==> config.mk <==
export PLATFORM = sky130hd
export DESIGN_NAME = adsr_envelope
export DESIGN_NICKNAME = d
export VERILOG_FILES = /design/src/rtl/adsr_envelope.sv
export SDC_FILE = /design/constraint.sdc
export NUM_CORES = 1
export LEC_CHECK = 0
export BUFFER_PORTS_ARGS = -buffer_cell sky130_fd_sc_hd__buf_2
export CORE_MARGIN = 5
export CORE_UTILIZATION = 42
export CTS_BUF_LIST = sky130_fd_sc_hd__clkbuf_8
export DETAILED_ROUTE_END_ITERATION = 12
export GPL_ROUTABILITY_DRIVEN = 0
export SLEW_MARGIN = 10
export SYNTH_ARGS = -nofsm -noshare
export SYNTH_HDL_FRONTEND = slang
export SYNTH_SLANG_ARGS = --single-unit
==> constraint.sdc <==
create_clock -name clk -period 3.3 [get_ports clk]
set_clock_uncertainty 0.1 [all_clocks]
set_input_delay 0.99 -clock clk [delete_from_list [all_inputs] [get_ports clk]]
set_output_delay 0.99 -clock clk [all_outputs]
set_load 0.1 [all_outputs]
==> src/rtl/adsr_envelope.sv <==
// adsr_envelope: per-voice ADSR amplitude envelope generator.
// The level advances on a prescaled tick; gate edges change phase on any clk.
module adsr_envelope #(
  parameter int TICK_DIV = 1024
) (
  input  logic        clk,
  input  logic        reset,
  input  logic        gate,
  input  logic [7:0]  amp_envelope,
  output logic [11:0] env_level,
  output logic [2:0]  env_state,
  output logic        env_active
);

  localparam int CW = (TICK_DIV > 2) ? $clog2(TICK_DIV) : 1;
  localparam logic [CW-1:0] CNT_LAST = CW'(TICK_DIV - 1);
  localparam logic [12:0] LEVEL_MAX = 13'd4095;

  typedef enum logic [2:0] {
    ST_IDLE    = 3'd0,
    ST_ATTACK  = 3'd1,
    ST_DECAY   = 3'd2,
    ST_SUSTAIN = 3'd3,
    ST_RELEASE = 3'd4
  } state_t;

  state_t        state_q, state_d;
  logic [11:0]   level_q, level_d;
  logic [CW-1:0] cnt_q, cnt_d;
  logic          gate_q, gate_d;

  logic        tick;
  logic        rise;
  logic        fall;
  logic [12:0] step_a;
  logic [12:0] step_d;
  logic [12:0] step_r;
  logic [11:0] sus_level;
  logic [12:0] attack_sum;
  logic [12:0] decay_floor;

  // Code 0 is the fastest rate, code 3 the slowest.
  function automatic logic [12:0] step_of(input logic [1:0] code);
    logic [12:0] s;
    case (code)
      2'd0:    s = 13'd64;
      2'd1:    s = 13'd16;
      2'd2:    s = 13'd4;
      default: s = 13'd1;
    endcase
    return s;
  endfunction

  // Prescaler, gate history and field decode; codes are read live every cycle.
  always_comb begin
    tick        = (cnt_q == CNT_LAST);
    cnt_d       = tick ? '0 : cnt_q + CW'(1);
    gate_d      = gate;
    rise        = gate & ~gate_q;
    fall        = ~gate & gate_q;
    step_a      = step_of(amp_envelope[1:0]);
    step_d      = step_of(amp_envelope[3:2]);
    step_r      = step_of(amp_envelope[7:6]);
    sus_level   = {6{amp_envelope[5:4]}};
    attack_sum  = {1'b0, level_q} + step_a;
    decay_floor = {1'b0, sus_level} + step_d;
  end

  // State register: phase, level, prescaler count and registered gate.
  always_ff @(posedge clk or posedge reset) begin
    if (reset) begin
      state_q <= ST_IDLE;
      level_q <= '0;
      cnt_q   <= '0;
      gate_q  <= 1'b0;
    end else begin
      state_q <= state_d;
      level_q <= level_d;
      cnt_q   <= cnt_d;
      gate_q  <= gate_d;
    end
  end

  // Next phase and level: edges win over the tick, and an edge cycle holds the level.
  always_comb begin
    state_d = state_q;
    level_d = level_q;
    if (rise) begin
      state_d = ST_ATTACK;
    end else if (fall) begin
      if (state_q == ST_ATTACK || state_q == ST_DECAY || state_q == ST_SUSTAIN) begin
        state_d = ST_RELEASE;
      end
    end else if (tick) begin
      case (state_q)
        ST_ATTACK: begin
          if (attack_sum >= LEVEL_MAX) begin
            level_d = 12'd4095;
            state_d = ST_DECAY;
          end else begin
            level_d = attack_sum[11:0];
          end
        end
        ST_DECAY: begin
          if ({1'b0, level_q} <= decay_floor) begin
            level_d = sus_level;
            state_d = ST_SUSTAIN;
          end else begin
            level_d = level_q - step_d[11:0];
          end
        end
        ST_SUSTAIN: begin
          level_d = sus_level;
        end
        ST_RELEASE: begin
          if ({1'b0, level_q} <= step_r) begin
            level_d = '0;
            state_d = ST_IDLE;
          end else begin
            level_d = level_q - step_r[11:0];
          end
        end
        default: begin
          level_d = '0;
          state_d = ST_IDLE;
        end
      endcase
    end
  end

  // Outputs come straight from the registered phase and level.
  always_comb begin
    env_state  = state_q;
    env_level  = level_q;
    env_active = (state_q != ST_IDLE);
  end

endmodule
* After elaboration in Yosys (flattened, before gate mapping)
Index checks and enable logic that the tools add are counted.
** Storage, ports and cells
- Output and inout port bits :: 16
- Logic and storage cells :: 59
- Bits in registers :: 26
- Input bits :: 11
** Operators by class
- Equal/unequal tests :: 16
- $lt $le $gt $ge :: 3
- Bitwise logic cells :: 6
- Reductions and logical operators :: 9
- Muxes and demuxes :: 16
- Add/sub/neg operators :: 5
** Operator list (count)
- $pmux 7 s3 :: 3
- $pmux 12 s4 :: 1
- $mux 12 :: 3
- $add 12x13->13 :: 2
- $le 12x13->1 :: 2
- $sub 12x12->12 :: 2
- $mux 3 :: 7
- $ge 13x12->1 const B :: 1
- $pmux 3 s4 :: 1
- $add 10x1->10 const B :: 1
- $eq 10x10->1 const B :: 1
- $mux 10 :: 1
- $ne 4x3->1 const B :: 2
- $eq 2x1->1 const B :: 3
- $eq 2x2->1 const B :: 3
- $eq 3x2->1 const B :: 2
- $logic_not 2->1 :: 3
- $reduce_and 6->1 :: 1
- $reduce_bool 3->1 :: 2
- $ne 4x4->1 const B :: 1
- $not 1->1 :: 4
- $eq 3x1->1 const B :: 1
- $eq 3x3->1 const B :: 1
- $ne 3x2->1 const B :: 1
- other kinds (4) :: 6

* Longest topological paths before layout
Gate-level depths: netlist (run 1).
- Word-level depth :: 9
- Gate-level depth with buffers :: 18
- Mapped depth without buffers :: 17

* Worst setup path before layout (run 1)
OpenSTA, ideal clock, no wires.
- Path kind :: input to register
- Start point :: in amp_envelope[2]
- End point :: reg level_q[8], in the netlist env_level[8]
- Required time :: 3.069 ns
- Stages :: 16
- Arrival time :: 3.878 ns
- Setup slack :: -0.809 ns
- Buffers on the path :: 1
- Setup time :: 0.131 ns
- Cells stage by stage :: and2_1 ha_1 ha_1 a21oi_1 nor2b_1 o21ai_0 xor2_1 ha_1 a21oi_1 nor3_1 a2111o_1 o211ai_1 buf_2 a21oi_1 a2111oi_4 o21ai_1
** On the way
- Cells in the longest elaborated chain, start to end :: 6
- Elaborated cells on any way between the ends :: 9
- Those cells by class :: add/sub: 2; order compare: 1; eq/ne: 2; mux: 3; reduce/logical: 1
** RTL lines
- from (decl) :: RTL line 9 : input logic [7:0] amp_envelope,
- $eq 2x2->1 (tied with other cells) :: RTL line 45 : case (code)
- $pmux 7 s3 (*) :: RTL line 45
- $add 12x13->13 :: RTL line 66 : decay_floor = {1'b0, sus_level} + step_d;
- $le 12x13->1 :: RTL line 105 : if ({1'b0, level_q} <= decay_floor) begin
- $mux 12 (*) :: RTL line 105
- $pmux 12 s4 (*) :: RTL line 95 : case (state_q)
- to (signal assigned) :: RTL line 78 : level_q <= level_d;
- to (decl) :: RTL line 28 : logic [11:0] level_q, level_d;
Every way passes the cells marked *; elsewhere a longest branch is shown, timed or not.
A chain may end at the register's enable or synchronous reset.

* Worst setup path in the final report (run 1)
- Start point :: in amp_envelope[2]
- End point :: reg level_q[0], in the netlist env_level[0]
Same word-level chain as after synthesis.

==> results of run 1 <==
report_power, final:
group / total (uW) / internal [uW] / switching [uW]
clock network: 267 / 162 / 104
logic: 385 / 145 / 241
registers: 348 / 325 / 23.3
total: 1000 / 632 / 368
per-layer routing:
metal | global-route usage | up-vias | share of wire
met5 | 0 | - | 0
met2 | 0.346 | 82 | 0.51
met4 | 0.0692 | 0 | 0.024
li1 | - | 1655 | -
met3 | 0.0151 | 21 | 0.035
met1 | 0.253 | 1586 | 0.43
cell usage after synthesis, types with 3 or more instances:
library cell | number | area share
o211ai_1 | 13 | 0.030
o21ai_0 | 15 | 0.023
a211o_1 | 5 | 0.014
a31oi_1 | 5 | 0.0098
a21oi_1 | 30 | 0.047
inv_1 | 21 | 0.025
nand4_1 | 4 | 0.0078
buf_2 | 4 | 0.0063
a211oi_1 | 6 | 0.014
xnor2_1 | 17 | 0.047
and3_1 | 6 | 0.012
nor4_1 | 3 | 0.0059
and2_1 | 8 | 0.016
mux2i_1 | 5 | 0.016
o221ai_1 | 3 | 0.0082
o31ai_1 | 8 | 0.019
o22ai_1 | 10 | 0.020
nor3_1 | 7 | 0.011
o221a_2 | 3 | 0.011
nand2_1 | 28 | 0.033
a21o_1 | 6 | 0.014
nand3_1 | 13 | 0.020
nand2b_1 | 10 | 0.020
nor2_1 | 29 | 0.034
nor2b_1 | 9 | 0.018
dfrtp_1 | 26 | 0.20
o21a_1 | 3 | 0.0070
clkbuf_1 | 11 | 0.013
xor2_1 | 16 | 0.044
ha_1 | 35 | 0.14
timing repair:
action                                  in CTS  in global routing
gates resized for setup                     18                 18
hold buffers                                 0                  0
endpoints found under the setup margin      15                 15
pin swaps                                   12                 20
setup buffers                                4                  3
worst reg2reg max path, stage by stage (launching register included):
cell and delay, ns:
dfrtp_1 0.51, ha_1 0.42, buf_4 0.14, nand4_1 0.08, o21ai_1 0.45, and3b_1 0.24, o2111ai_1 0.14, o211ai_1 0.28
a21boi_2 0.11, a221oi_2 0.24
registers in the layout, indices dropped and copies added, names as in the netlist:
| register | flops |
|---|---|
| cnt_q | 10 |
| env_level | 12 |
| env_state | 3 |
| gate_q | 1 |
cell families (layout without fill, tap and decap cells):
logic type / after synthesis / count (layout) / synth area share
and+or+nand+nor: 131 / 131 / 0.211
DFF: 26 / 26 / 0.203
buffers and inverters: 39 / 120 / 0.0508
AOI/OAI and AO/OA: 129 / 129 / 0.292
muxes: 5 / 5 / 0.0156
xor gates and xnor gates: 33 / 33 / 0.0903
adders and majority gates: 35 / 35 / 0.137
final timing paths:
kind | start | endpoint | slack (ns) | depth (start not counted)
max reg2reg | env_level[4] | env_state[2] | 0.50 | 9
max in group asynchronous | reset | env_level[9] | 2.19 | 3
min reg2reg | cnt_q[6] | cnt_q[6] | 0.38 | 1
max | amp_envelope[2] | env_level[0] | -0.62 | 19
min | cnt_q[6] | cnt_q[6] | 0.38 | 1
min in group asynchronous | reset | env_level[1] | 0.65 | 3
stage by stage:
stage	power [uW]	instances	util	area, um2
final	1000	578	0.568	4160
after global routing	1050	578	0.568	4160
after CTS	986	575	0.554	4060
after detailed placement	715	567	0.530	3890
after global placement	711	567	0.530	3890
after floorplan	614	398	-	3250
final cells by class:
class / instances / area [um2]
clock buffer: 3 / 41.3
clock inverter: 1 / 30.0
fill: 681 / 3170
inverter: 21 / 78.8
multi-input combinational: 333 / 2570
sequential: 26 / 651
tap: 99 / 124
timing repair buffer: 95 / 672
==> summary.txt, run 1 <==
Setup path
  • Crit-path cells: buf_6 -> nand2b_1 -> inv_2 -> ha_4 -> a21oi_4 -> nor2b_1 -> nor2_1 -> inv_1 -> a21oi_2 -> mux2i_1 -> ha_1 -> a21oi_2 -> nor2_1 -> a2111o_1 -> buf_4 -> o211ai_1 -> and3_4 -> o21ai_2 -> o211ai_1
  • Critical path data arrival time: 4.00 ns
  • Startpoint Class: primary input
  • CP endpoint kind: flip-flop
  • Buffers and inverters on the worst path: 4
  • CP top delay family: compound AO/OA/AOI/OAI gates
  • Crit path required time: around 3.4 ns
  • Crit path max fanout: 4
  • Slowest Stage Delay on Critical Path: 0.42 ns
  • Highest-delay cell along the critical path: a2111o_1
  • WS Path Type: primary input to flip-flop

Routing
  • Vias: 3344
  • Drt initial violations: 217
  • DRC errors left: 0
  • Final WL: around 9.5 mm
  • Wire per inst: between 15 and 20 um
  • Vias per inst: 5.79
  • First-pass detailed-route iteration total: 5
  • ANT nets after route: 0

Yosys
  • Synth Register Bits: 26
  • Sequential element share of the synthesized area: 0.203
  • Async set-reset flop share out of synthesis: 1.00
  • Cell variety after synth: 60
  • Cells after synthesis: 398
  • Synth warn: 0
  • Post-Syn Area: 0.00320 mm2
  • EDFF count, synth: 0
  • Syn Nets: 444
  • Mean Syn Cell Area: 8.04 um2
  • Dominant synthesized flop cell: dfrtp_1

Clock network
  • CTS Root Cell: clkbuf_8
  • Worst-case clock buffer depth: 2
  • Sink Count: 26
  • Htree depth: 1
  • Clock transition at path regs: 0.09 ns
  • Skew-Pair Late Insertion Delay: 0.27 ns
  • CTS tree: yes
  • CTS buffer count: 3

Global route
  • Largest net degree at the start of global routing: 27
  • First-pass GRT wire length: 15.6 mm
  • Vias in the first global route: approximately 3.2k
  • Grt total ovfl: 0
  • Initial antenna violation count: 0
  • GRT Util Overall: 0.197

Die
  • Starting Density: 0.437
  • Die area: around 0.0095 mm2
  • Die Y: 97.3 um
  • Die Span X: 97.3 um
  • Rows: 31
  • Core area: between 0.007 and 0.008 mm2
  • IO Count: 27

Final layout
  • Ant diodes: 0
  • Most frequent cells in the layout: 66 x buf_4, 32 x ha_1, 29 x nor2_1
  • Area Growth Syn to Fin: 30.1%
  • Net count, final: 526
  • Layout cell share with drive strength beyond 1: 0.292
  • Commonest non-fill, non-tap cell in the layout: buf_4

Timing
  • Setup WS post-layout: -0.624 ns
  • RSZ-0062 raised after global routing: yes
  • Minimum clock period: 3.92 ns
  • Pins Over Slew Limit: 0
  • Setup_tns: -7.46 ns
  • Worst-margin pin slew: 0.615 ns
  • Period utilisation layout: 1.19
  • Final setup violation count: 15
  • Relative slew slack: 0.589
  • Hold WS: 0.378 ns
  • Final Hold Fails: 0
  • Fmax: ~0.25 GHz

Power and ir drop
  • Maximum vdd ir drop: 0.227 mV
  • Power Dens Cells: around 240 mW/mm2
  • Pleak: 0.00192 uW

Outcome
  • Failing checks: setup timing
  • Status: complete, but fails checks

Min path
  • Hold Path Class: flip-flop to flip-flop

Placement
  • Post-detail-place hpwl: approximately 7.5 mm
  • Pre-CTS setup slack: -0.888 ns
  • I/O Buffers: 26

Job
  • Max-cap viol count: 0
Note: power is estimated with default switching activity, not from simulation.
==> inputs of run 2 (changes only) <==
--- a/config.mk
+++ b/config.mk
@@ -11,6 +11,7 @@
 export CTS_BUF_LIST = sky130_fd_sc_hd__clkbuf_8
 export DETAILED_ROUTE_END_ITERATION = 12
 export GPL_ROUTABILITY_DRIVEN = 0
+export MAX_ROUTING_LAYER = met4
 export SLEW_MARGIN = 10
 export SYNTH_ARGS = -nofsm -noshare
 export SYNTH_HDL_FRONTEND = slang
==> constraint.sdc (replaced) <==
create_clock -name clk -period 5 [get_ports clk]
set_clock_uncertainty 0.1 [all_clocks]
set_input_delay 1.5 -clock clk [delete_from_list [all_inputs] [get_ports clk]]
set_output_delay 1.5 -clock clk [all_outputs]
set_load 0.1 [all_outputs]
==> summary.txt, run 2 (synthesis results as in run 1) <==
Power and ir drop
  • Pleak: 0.00157 uW (-18%)
  • Maximum vdd ir drop: 0.0908 mV (-60%)
  • Power Dens Cells: 179 mW/mm2 (-25%)

Routing
  • Wire per inst: 16.9 um (+2.4%)
  • DRC errors left: 0 (unchanged)
  • Vias: 2987 (-11%)
  • Vias per inst: 5.83 (+0.84%)
  • ANT nets after route: 0 (unchanged)
  • Final WL: 8.64 mm (-9.3%)
  • First-pass detailed-route iteration total: 4 (-1)
  • Drt initial violations: 217 (unchanged)

Setup path
  • CP top delay family: compound AO/OA/AOI/OAI gates
  • Crit path required time: 5.06 ns (+1.68 ns)
  • Flop2flop setup slack: 1.78 ns (+1.28 ns)
  • Critical path data arrival time: 4.74 ns (+0.74 ns)
  • WS Path Type: primary input to flip-flop
  • Slowest Stage Delay on Critical Path: 0.40 ns (-0.02 ns)
  • Highest-delay cell along the critical path: a2111o_1
  • Reg2reg end: env_level[2]
  • Buffers and inverters on the worst path: 2 (-2)
  • Crit path max fanout: 12 (+8)
  • Startpoint Class: primary input
  • CP endpoint kind: flip-flop
  • R2r startpoint: cnt_q[0]
  • R2r worst-path depth: 7 (-2)
  • Most used cell, CP: ha_1
  • Crit-path cells: buf_2 -> and2_1 -> ha_1 -> ha_1 -> a21oi_1 -> nor2b_1 -> o21ai_0 -> xor2_1 -> ha_1 -> a21oi_1 -> nor3_1 -> a2111o_1 -> o211ai_1 -> buf_4 -> a2bb2o_4 -> a2111oi_4 -> o21ai_1

Die
  • Rows: 31 (unchanged)
  • Core area: 0.00733 mm2 (unchanged)
  • Die Y: 97.3 um (unchanged)
  • Starting Density: 0.437 (unchanged)
  • Die area: 0.00947 mm2 (unchanged)
  • IO Count: 27 (unchanged)
  • Die Span X: 97.3 um (unchanged)

Timing
  • Relative slew slack: 0.237 (-0.352)
  • Setup WS post-layout: 0.319 ns (+0.943 ns)
  • Final setup violation count: 0 (-15)
  • Worst-margin pin slew: 1.14 ns (+0.521 ns)
  • Fmax: roughly 0.21 GHz
  • Setup_tns: 0 ns (+7.46 ns)
  • Minimum clock period: 4.68 ns
  • Final Hold Fails: 0 (unchanged)
  • Period utilisation layout: 0.936
  • RSZ-0062 raised after global routing: no
  • Hold WS: 0.374 ns (-0.00418 ns)
  • Pins Over Slew Limit: 0 (unchanged)

Final layout
  • Commonest non-fill, non-tap cell in the layout: ha_1
  • FILL cells: 752 (+10%)
  • Number of flip-flops in the largest register: 12 (unchanged)
  • Most frequent cells in the layout: 35 x ha_1, 30 x a21oi_1, 29 x nor2_1
  • Storage element area: 651 um2 (unchanged)
  • Ant diodes: 0 (unchanged)
  • Layout cell share with drive strength beyond 1: 0.109 (-0.183)
  • Multi-input gate area: 0.00239 mm2 (-7.0%)
  • Net count, final: 460 (-13%)
  • Area Growth Syn to Fin: 8.25%

Clock network
  • Sink Count: 26 (unchanged)
  • Post-CTS sizing: 0 (-18)
  • CTS tree: yes
  • Setup Fix Bufs, Post-CTS: 0 (-4)
  • CTS Root Cell: clkbuf_8
  • Clock transition at path regs: 0.10 ns (about the same)
  • CTS Hold Bufs: 0 (unchanged)
  • Worst-case clock buffer depth: 2 (unchanged)
  • Skew-Pair Late Insertion Delay: 0.28 ns (about the same)
  • CTS buffer count: 3 (unchanged)
  • Htree depth: 1 (unchanged)

Min path
  • Hold path endpoint: cnt_q[6]
  • Hold Path Depth: 1 (unchanged)
  • Hold Startpoint: cnt_q[6]
  • Hold Path Class: flip-flop to flip-flop

Global route
  • Vias in the first global route: 2961 (-8.2%)
  • Initial antenna violation count: 0 (unchanged)
  • First-pass GRT wire length: 14.2 mm (-9.1%)
  • Grt total ovfl: 0 (unchanged)
  • GRT Util Overall: 0.184 (-0.0124)
  • Largest net degree at the start of global routing: 27 (unchanged)

Outcome
  • Status: complete, no violations

Job
  • Max-cap viol count: 0 (unchanged)

Placement
  • Pre-CTS setup slack: 0.0341 ns (+0.922 ns)
  • Post-detail-place hpwl: 6.67 mm (-11%)
  • I/O Buffers: 26 (unchanged)
-- run 2: cell count changes in the layout (fill, tap and decap cells not counted), sizes merged --
cell	before	now
buf	95	29
-- run 2: worst register-to-register path: stages, from the launching register on --
cell,delay (ns)
dfrtp_1,0.39
ha_1,0.19
nand3_1,0.16
nor3_1,0.95
nand2_1,0.71
a21oi_1,0.32
o31ai_1,0.11
a21o_1,0.19
-- run 2: metal layers --
| metal | track usage | vias to the layer above | part of all wire |
|---|---|---|---|
| met5 | - | - | 0 |
| met4 | 0.0511 | 0 | 0.0049 |
| met3 | 0.0144 | 4 | 0.037 |
| met2 | 0.324 | 63 | 0.50 |
| met1 | 0.228 | 1404 | 0.45 |
| li1 | - | 1516 | - |
-- run 2: metrics by stage --
step                      utilization  std cells  area [um2]  total power, uW
final                           0.473        512        3460              621
after global routing            0.473        512        3460              654
after CTS                       0.473        512        3460              624
after detailed placement        0.463        508        3390              444
after global placement          0.463        508        3390              442
after floorplan                     -        398        3200              401
-- run 2: cell type report --
type,instances,area share
clock inverter,1,0.00867
tap,99,0.0358
timing repair buffer,29,0.0441
inverter,21,0.0228
clock buffer,3,0.0119
multi-input combinational,333,0.689
sequential,26,0.188
-- run 2: power breakdown --
part	total (uW)	switching, uW	internal [uW]
combinational	211	145	66.4
clock	180	72.8	107
sequential	230	15.2	215
total	621	233	388
-- run 2: worst max-delay path by stage --
| stage | start | endpoint | slack (ns) | depth (start not counted) |
|---|---|---|---|---|
| after floorplan | amp_envelope[2] | env_level[8] | 0.38 | 16 |
| after global placement | amp_envelope[2] | env_level[8] | 0.09 | 17 |
| after detailed placement | amp_envelope[2] | env_level[8] | 0.03 | 17 |
| after CTS | amp_envelope[2] | env_level[8] | 0.31 | 17 |
| after global routing | amp_envelope[2] | env_level[8] | 0.07 | 17 |
| final | amp_envelope[2] | env_level[8] | 0.32 | 17 |
==> inputs of run 3 (changes only) <==
--- a/config.mk
+++ b/config.mk
@@ -5,12 +5,14 @@
 export SDC_FILE = /design/constraint.sdc
 export NUM_CORES = 1
 export LEC_CHECK = 0
+export ABC_AREA = 1
 export BUFFER_PORTS_ARGS = -buffer_cell sky130_fd_sc_hd__buf_2
 export CORE_MARGIN = 5
 export CORE_UTILIZATION = 42
 export CTS_BUF_LIST = sky130_fd_sc_hd__clkbuf_8
 export DETAILED_ROUTE_END_ITERATION = 12
 export GPL_ROUTABILITY_DRIVEN = 0
+export GPL_TIMING_DRIVEN = 0
 export MAX_ROUTING_LAYER = met4
 export SLEW_MARGIN = 10
 export SYNTH_ARGS = -nofsm -noshare
==> constraint.sdc (replaced) <==
create_clock -name clk -period 4 [get_ports clk]
set_clock_uncertainty 0.1 [all_clocks]
set_input_delay 1.2 -clock clk [delete_from_list [all_inputs] [get_ports clk]]
set_output_delay 1.2 -clock clk [all_outputs]
set_load 0.1 [all_outputs]
==> summary.txt, run 3 <==
Yosys
  • Post-Syn Area: 0.00352 mm2 (+10%)
  • Mean Syn Cell Area: 6.30 um2 (-22%)
  • Async set-reset flop share out of synthesis: 1.00 (unchanged)
  • Most frequent cell after synthesis: nand2_1
  • Synth warn: 0 (unchanged)
  • Most frequent cells after synthesis: 191 x nand2_1, 74 x inv_1, 48 x nor2_1
  • EDFF count, synth: 0 (unchanged)
  • Synth top area share: 0.203 (about the same)
  • Cells after synthesis: 559 (+40%)
  • Syn Nets: 605 (+36%)
  • Sequential element share of the synthesized area: 0.185 (-0.0186)
  • Cell variety after synth: 38 (-37%)
  • Top cells by area, synth: nand2_1 20%, dfrtp_1 18%, ha_1 12%, inv_1 7.9%, nor2_1 5.1%
  • Dominant synthesized flop cell: dfrtp_1
  • Post-synth top area cell: nand2_1
  • Synth Register Bits: 26 (unchanged)

Power and ir drop
  • Total Power: 1080 uW (+74%)
  • Pleak: 0.00213 uW (+36%)
  • Power Dens Cells: 276 mW/mm2 (+54%)
  • Maximum vdd ir drop: 0.226 mV (+150%)

Global route
  • Met3 Usage GRT: 0.00895 (-0.00540)
  • Met2 Use GR: 0.316 (-0.00788)
  • Largest net degree at the start of global routing: 27 (unchanged)
  • GR peak layer: met2
  • Initial antenna violation count: 0 (unchanged)
  • First-pass GRT wire length: 15.2 mm (+7.0%)
  • GRT Util Overall: 0.189 (+0.00444)
  • Vias in the first global route: 3213 (+8.5%)
  • Met1 Usage GRT: 0.254 (+0.0267)
  • Grt total ovfl: 0 (unchanged)

Routing
  • DRC errors left: 0 (unchanged)
  • Vias: 3471 (+16%)
  • Drt initial violations: 174 (-20%)
  • Wire per inst: 13.0 um (-23%)
  • Final WL: 9.04 mm (+4.6%)
  • Vias per inst: 4.99 (-15%)
  • ANT nets after route: 0 (unchanged)
  • First-pass detailed-route iteration total: 5 (+1)

Timing
  • Worst-margin pin slew: 0.992 ns (-0.143 ns)
  • Fmax: 0.265 GHz
  • Final setup violation count: 0 (unchanged)
  • Pins Over Slew Limit: 0 (unchanged)
  • Setup_tns: 0 ns (unchanged)
  • Relative slew slack: 0.338 (+0.101)
  • Period utilisation layout: 0.943
  • Minimum clock period: about 3.8 ns
  • Setup WS post-layout: 0.227 ns (-0.0916 ns)
  • Final Hold Fails: 0 (unchanged)

Final layout
  • Ant diodes: 0 (unchanged)
  • Commonest non-fill, non-tap cell in the layout: nand2_1
  • Layout cell share with drive strength beyond 1: 0.166 (+0.0569)
  • Most frequent cells in the layout: 189 x nand2_1, 72 x inv_1, 47 x nor2_1
  • Number of flip-flops in the largest register: 12 (unchanged)
  • Final Instance Area: 0.00392 mm2 (+13%)
  • Area Growth Syn to Fin: 11.3%
  • Net count, final: 638 (+39%)

Placement
  • Dpl cell area: 0.00378 mm2 (+12%)
  • Post-detail-place hpwl: 7.58 mm (+14%)
  • I/O Buffers: 26 (unchanged)
  • Pre-CTS setup slack: -0.172 ns (-0.206 ns)

Clock network
  • CTS Root Cell: clkbuf_8
  • Worst-case clock buffer depth: 2 (unchanged)
  • Clock transition at path regs: 0.10 ns (about the same)
  • CTS buffer count: 3 (unchanged)
  • CTS tree: yes
  • Htree depth: 1 (unchanged)
  • Skew-Pair Late Insertion Delay: 0.28 ns (about the same)
  • Sink Count: 26 (unchanged)

Setup path
  • Most used cell, CP: nand2_1
  • Highest-delay cell along the critical path: ha_1
  • Reg2reg end: env_level[7]
  • R2r worst-path depth: 16 (+9)
  • Startpoint Class: primary input
  • Slowest Stage Delay on Critical Path: 0.28 ns (-0.12 ns)
  • CP endpoint kind: flip-flop
  • Critical path data arrival time: 3.84 ns (-0.90 ns)
  • Crit path max fanout: 10 (-2)
  • R2r startpoint: env_level[2]
  • Flop2flop setup slack: 1.64 ns (-0.14 ns)
  • WS Path Type: primary input to flip-flop
  • Crit path required time: 4.07 ns (-0.99 ns)

Die
  • Starting Density: 0.431 (-0.00562)
  • Core area: 0.00818 mm2 (+12%)
  • Die area: 0.0103 mm2 (+9.0%)
  • IO Count: 27 (unchanged)
  • Rows: 33 (+6.5%)
  • Die Y: 102 um (+4.4%)
  • Die Span X: 102 um (+4.4%)

Min path
  • Hold Path Class: flip-flop to flip-flop
  • Hold Path Depth: 1 (unchanged)
  • Hold path endpoint: cnt_q[2]
  • Hold Startpoint: cnt_q[2]

Outcome
  • Status: complete, no violations

Job
  • Max-cap viol count: 0 (unchanged)
-- run 3: cell types whose count changed in the layout (fill, tap and decap cells not counted), sizes merged, moves of 9 or more --
cell	before	now
xnor2	17	3
o22ai	10	1
inv	21	80
buf	29	38
o21ai	17	29
nand2b	10	0
nand2	28	201
nor2	29	57
nand3	13	40
nor2b	9	0
a21oi	30	21
o211ai	14	1
-- run 3: per-layer routing --
metal | wire [um] | vias up
li1 | - | 1847
met1 | 4460 | 1565
met2 | 4230 | 51
met3 | 260 | 8
met4 | 89 | 0
met5 | 0 | -
-- run 3: worst max path at each step --
stage,depth (start not counted),slack (ns),end,from
after floorplan,25,0.35,env_level[5],amp_envelope[3]
after global placement,26,-0.13,env_level[5],amp_envelope[3]
after detailed placement,24,-0.17,env_level[3],amp_envelope[3]
after CTS,24,0.11,env_level[3],amp_envelope[3]
after global routing,26,-0.04,env_level[7],amp_envelope[3]
final,26,0.23,env_level[2],amp_envelope[3]
-- run 3: cells by family after synthesis --
group / synth area share
xor+xnor: 0.0497
compound gates: 0.0909
buf+inv: 0.119
fa+ha+maj: 0.124
simple gates: 0.432
flops: 0.185
-- run 3: critical path: cells and delay by family --
kind	cells	cell delay [ns]
AND/OR/NAND/NOR	11	0.82
adder cells (fa/ha/maj)	2	0.47
AO/OA/AOI/OAI	6	0.68
buffers and inverters	7	0.63
-- run 3: area by class of cell --
cell class | count | area, um2
Tap cell | 105 | 131
Clock buffer | 3 | 41.3
Timing Repair Buffer | 28 | 145
Multi-Input combinational cell | 441 | 2500
Sequential cell | 26 | 651
Buffer | 10 | 105
Fill cell | 839 | 4250
Inverter | 82 | 313
Clock inverter | 1 | 30.0
-- run 3: power by group --
part,switching [uW],internal [uW],leakage (uW)
Sequential,18.9,276,0.000323
Combinational,412,152,0.00178
Clock,89.1,134,0.0000357
Total,520,563,0.00213
-- run 3: timing repair --
action,in CTS,in global routing
gates resized for setup,0,13
endpoints found under the setup margin,0,15
hold endpoints to repair,0,0
hold buffers,0,0
setup buffers,0,2
-- run 3: stage by stage --
stage,instances,hold WS [ns],utilization
final,696,0.399,0.480
after global routing,696,0.433,0.480
after CTS,694,0.403,0.472
after detailed placement,690,0.389,0.463
after global placement,690,0.379,0.463
after floorplan,559,0.362,-
